## config.mk

```make
export PLATFORM = sky130hd
export DESIGN_NAME = clock_time_ctrl
export DESIGN_NICKNAME = d
export VERILOG_FILES = /design/src/rtl/clock_ctrl_pkg.sv /design/src/rtl/clock_blink_gen.sv /design/src/rtl/clock_time_ctrl.sv
export SDC_FILE = /design/constraint.sdc
export NUM_CORES = 1
export LEC_CHECK = 0
export ABC_AREA = 1
export ABC_CLOCK_PERIOD_IN_PS = 1200
export BUFFER_PORTS_ARGS = -buffer_cell sky130_fd_sc_hd__buf_2
export CORE_UTILIZATION = 46
export DETAILED_ROUTE_END_ITERATION = 7
export GPL_TIMING_DRIVEN = 0
export HOLD_SLACK_MARGIN = 0.02
export PLACE_DENSITY_LB_ADDON = 0.05
export SLEW_MARGIN = 20
export SYNTH_ARGS = -nofsm -noshare
export SYNTH_HDL_FRONTEND = slang
export SYNTH_HIERARCHICAL = 1
export SYNTH_SLANG_ARGS = --single-unit
```

## constraint.sdc

```tcl
create_clock -name clk -period 1.2 [get_ports clk]
set_clock_uncertainty 0.05 [all_clocks]
set_input_delay 0.24 -clock clk [delete_from_list [all_inputs] [get_ports clk]]
set_output_delay 0.24 -clock clk [all_outputs]
set_load 0.05 [all_outputs]
```

## src/rtl/clock_ctrl_pkg.sv

```systemverilog
// clock_ctrl_pkg: shared types and constants for the HH:MM:SS clock controller
package clock_ctrl_pkg;
    typedef enum logic [1:0] {
        MODE_RUN      = 2'd0,
        MODE_SET_HOUR = 2'd1,
        MODE_SET_MIN  = 2'd2,
        MODE_SET_SEC  = 2'd3
    } mode_e;
    localparam int FLD_SEC   = 0;
    localparam int FLD_MIN   = 1;
    localparam int FLD_HOUR  = 2;
    localparam int TIMEOUT_W = 8;
    function automatic mode_e next_mode(input mode_e m);
        return m == MODE_RUN      ? MODE_SET_HOUR :
               m == MODE_SET_HOUR ? MODE_SET_MIN  :
               m == MODE_SET_MIN  ? MODE_SET_SEC  : MODE_RUN;
    endfunction
endpackage

```

## src/rtl/clock_blink_gen.sv

```systemverilog
// clock_blink_gen: half-period divider toggling a blink phase bit while enabled
module clock_blink_gen #(
    parameter int HALF = 12_500_000
) (
    input  logic clk,
    input  logic rstn,
    input  logic en,
    input  logic restart,
    output logic phase
);
    localparam int CW = HALF > 1 ? $clog2(HALF) : 1;
    logic [CW-1:0] cnt;
    always_ff @(posedge clk or negedge rstn) begin
        if (!rstn) begin
            cnt   <= '0;
            phase <= 1'b0;
        end else if (restart || !en) begin
            cnt   <= '0;
            phase <= 1'b0;
        end else if (cnt == CW'(HALF - 1)) begin
            cnt   <= '0;
            phase <= ~phase;
        end else begin
            cnt <= cnt + 1'b1;
        end
    end
endmodule

```

## src/rtl/clock_time_ctrl.sv

```systemverilog
// clock_time_ctrl: run/set sequencer for three chained BCD time counters
// Optional field blinking is built only when CLK_BLINK_EN is defined.
module clock_time_ctrl
    import clock_ctrl_pkg::*;
#(
    parameter int TIMEOUT_S  = 30,
    parameter int BLINK_HALF = 12_500_000
) (
    input  logic       clk,
    input  logic       rstn,
    input  logic       tick_1hz,
    input  logic       btn_mode,
    input  logic       btn_inc,
    input  logic       sec_co,
    input  logic       min_co,
    output logic       sec_inc,
    output logic       min_inc,
    output logic       hour_inc,
    output logic       sec_clr,
    output logic [1:0] mode,
    output logic [2:0] blank
);
    mode_e mode_q, mode_d;
    logic [TIMEOUT_W-1:0] to_q, to_d;
    logic sec_inc_d, min_inc_d, hour_inc_d, sec_clr_d;
    logic run, timeout, inc_ok;
    always_comb begin
        run        = mode_q == MODE_RUN;
        timeout    = !run && to_q >= TIMEOUT_W'(TIMEOUT_S);
        inc_ok     = btn_inc && !btn_mode && !timeout;
        mode_d     = timeout ? MODE_RUN : btn_mode ? next_mode(mode_q) : mode_q;
        sec_inc_d  = run && tick_1hz;
        min_inc_d  = run ? sec_co : (mode_q == MODE_SET_MIN && inc_ok);
        hour_inc_d = run ? min_co : (mode_q == MODE_SET_HOUR && inc_ok);
        sec_clr_d  = mode_q == MODE_SET_SEC && inc_ok;
        // any button restarts the inactivity count; only ticks advance it
        to_d = (run || timeout || btn_mode || btn_inc) ? '0 :
               tick_1hz ? to_q + 1'b1 : to_q;
    end
    always_ff @(posedge clk or negedge rstn) begin
        if (!rstn) begin
            mode_q   <= MODE_RUN;
            to_q     <= '0;
            sec_inc  <= 1'b0;
            min_inc  <= 1'b0;
            hour_inc <= 1'b0;
            sec_clr  <= 1'b0;
        end else begin
            mode_q   <= mode_d;
            to_q     <= to_d;
            sec_inc  <= sec_inc_d;
            min_inc  <= min_inc_d;
            hour_inc <= hour_inc_d;
            sec_clr  <= sec_clr_d;
        end
    end
    assign mode = mode_q;
`ifdef CLK_BLINK_EN
    logic phase;
    clock_blink_gen #(.HALF(BLINK_HALF)) u_blink (
        .clk     (clk),
        .rstn    (rstn),
        .en      (mode_q != MODE_RUN),
        .restart (mode_d != mode_q),
        .phase   (phase)
    );
    always_comb begin
        blank           = 3'b000;
        blank[FLD_HOUR] = phase && mode_q == MODE_SET_HOUR;
        blank[FLD_MIN]  = phase && mode_q == MODE_SET_MIN;
        blank[FLD_SEC]  = phase && mode_q == MODE_SET_SEC;
    end
`else
    assign blank = 3'b000;
`endif
endmodule

```

==> flow_metrics.env <==
export IMPL_status="finished, violations left"
export IMPL_violations="setup timing"
export IMPL_p_leak_nw=0.5119
export IMPL_power_density_mw_per_mm2=1730
export IMPL_drc=0
export IMPL_rows=13
export IMPL_cts_tree="done"
export IMPL_nets=119
export IMPL_required_ps=1360
export IMPL_antenna_found_initial=0
export IMPL_grt_busiest_layer="met2"
export IMPL_clock_latency_ps=280
export IMPL_antenna_left=0
export IMPL_finalMaxSlewViolations=0
export IMPL_crit_fanout=5
export IMPL_end_kind="register"
export IMPL_netlist_area_leader_share_pct=48.44
export IMPL_drv_cap=0
export IMPL_p_total_w=0.001714
export IMPL_reg2reg_from="to_q[1]"
export IMPL_min_path_type="in -> reg"
export IMPL_synth_area_leader_cell="dfrtp_1"
export IMPL_syn_area_per_cell_um2=9.392
export IMPL_syn_inst=77
export IMPL_crit_slowest_cell="dfrtp_2"
export IMPL_yosysWarningCount=6
export IMPL_min_from="sec_co"
export IMPL_grtUsageTotal_pct=15.32
export IMPL_grt_util_met3_pct=3.043
export IMPL_synth_area_um2=723.2
export IMPL_diodes=0
export IMPL_grtUsageMet2_pct=25.62
export IMPL_die_w_um=41.65
export IMPL_vias=561
export IMPL_yosys_top_cells_area="dfrtp_1 (48%), ha_1 (12%), inv_1 (5.7%)"
export IMPL_worst_slack_ps=-17.40
export IMPL_finalCritPeriodShare_pct=101.4
export IMPL_die_h_um=41.65
export IMPL_pin_count=16
export IMPL_drt_wl_total_mm=1.342
export IMPL_final_layout_size_suffix_gt1_share_pct=43.27
export IMPL_grt_pass1_wl_mm=2.001
export IMPL_yosysUniqueCellTypes=21
export IMPL_worstSetupPathType="reg -> reg"
export IMPL_clk_pin_slew_ps=90
export IMPL_startpoint_type="register"
export IMPL_crit_path_frequent_cell="nor2_4"
export IMPL_finalSetupViolations=2
export IMPL_initial_core_util_pct=52.31
export IMPL_io_buffers=12
export IMPL_use_met1_pct=19.44
export IMPL_seq_area_frac_synth_pct=48.44
export IMPL_first_global_vias=475
export IMPL_wl_per_cell_um=11.28
export IMPL_r2r_slack_ps=-20
export IMPL_ir_drop_uv=2056
export IMPL_drt_iter0_drc=17
export IMPL_htree_levels=1
export IMPL_cts_buffers=3
export IMPL_max_stage_delay_ps=440
export IMPL_finalCriticalPeriod_ps=1217
export IMPL_worst_ep_arrival_time_ps=1380
export IMPL_crit_start="to_q[1]"
export IMPL_ys_seq_elements=14
export IMPL_cts_root_buf="clkbuf_4"
export IMPL_cts_sinks=14
export IMPL_cts_buffer_depth=2
export IMPL_gp_congestion=0.7559
export IMPL_coreArea_mm2=0.001383
export IMPL_vias_per_cell=4.714
export IMPL_fin_util_pct=71.67
export IMPL_rsz0062_at_grt="true"
export IMPL_dp_hpwl_um=833
export IMPL_synthToLayoutAreaGrowth_pct=37.02
export IMPL_grt_max_degree=15
export IMPL_die_area_mm2=0.001735
export IMPL_detail_route_first_pass_iterations=4
export IMPL_grt_ovfl_total=0
export IMPL_fmax_mhz=821.4
export IMPL_crit_chain="ha_4 > nor2_4 > nor2_4 > nor2_4 > nand2_4 > a21oi_2"
export IMPL_finalHoldViolCount=0
export IMPL_fillers=95
registers in the layout, summed over array words and instances (netlist names):
name / flops
hour_inc: 1
min_inc: 1
sec_inc: 1
sec_clr: 1
to_q: 8
mode: 2
cells in the mapped netlist:
master and number:
conb_1 1, nand2_2 1, nand3_1 1, nand2_1 11, ha_1 7, buf_4 3
inv_1 11, dfrtp_1 14, or2_1 1, o21ai_1 1, nor3_1 1, nor2_1 9
nor3_2 1, nand4_1 3, o31ai_1 1, a21oi_1 1, a21oi_2 1, nor2_2 4
nand3_2 1, xor2_1 3, inv_2 1
final timing paths:
path | to | depth (start not counted)
min | min_inc | 3
max reg2reg | to_q[1] | 6
min in group asynchronous | hour_inc | 2
max | to_q[1] | 6
max in group asynchronous | to_q[1] | 2
min reg2reg | to_q[4] | 2
layer usage:
| metal | up-vias | wire length (µm) |
|---|---|---|
| met4 | 0 | 25 |
| met5 | - | 0 |
| met3 | 3 | 62 |
| met2 | 19 | 669 |
| li1 | 282 | - |
| met1 | 257 | 583 |
placed cells by master, fill, tap and decap left out, types with 4 or more instances in the layout:
cell type and n:
nor2_1 9, nand2_1 10, ha_1 4, inv_2 4, conb_1 6, buf_2 10, buf_4 8, inv_1 8
dfrtp_1 11
what timing repair did:
item,in CTS,in global routing
endpoints found under the setup margin,12,11
pin swaps,4,4
setup buffers,4,1
gates resized for setup,6,12
hold buffers,1,0
hold endpoints to repair,14,0
power breakdown:
part / total [W] / switching [W] / internal [W] / leakage, nW
clock network: 0.000287 / 0.000158 / 0.000129 / 0.0150
logic: 0.000839 / 0.000541 / 0.000298 / 0.318
registers: 0.000588 / 0.0000425 / 0.000546 / 0.178
total: 0.00171 / 0.000742 / 0.000973 / 0.512
logic make-up after synthesis:
kind of cell,Yosys count,share of synthesized area (%)
and+or+nand+nor,33,22.32
buffers and inverters,15,9.342
DFF,14,48.44
adders and majority gates,7,12.11
AOI/OAI and AO/OA,4,3.632
xor gates and xnor gates,3,3.634
other,1,0.5185
cell type report:
type	instances	area, µm²	share of cell area (%)
plain buffers	3	22.52	2.273
repair buffers	18	120.1	12.12
flip-flops and latches	14	354.1	35.73
multi-input cells	53	404.1	40.78
inverters	12	45.04	4.545
well taps	15	18.77	1.894
clock buffers	4	26.28	2.652
critical path, delay by kind of cell (launching register included):
kind / cells / cell delay, ps
flops: 1 / 440
simple gates: 4 / 370
compound gates: 1 / 110
fa+ha+maj: 1 / 170
metrics by stage:
step	area [µm²]	setup WS (ps)	setup TNS, ps	hold slack (ps)	std cells
after floorplan	762.0	-65.98	-354.9	-105.6	82
after global placement	840.8	-102.7	-667.3	97.24	109
after detailed placement	840.8	-111.4	-740.0	99.39	109
after CTS	924.6	-43.01	-106.8	102.6	118
after global routing	991.0	-71.13	-512.9	129.9	119
final	991.0	-17.40	-28.33	109.4	119
Note: power is estimated with default switching activity, not from simulation.
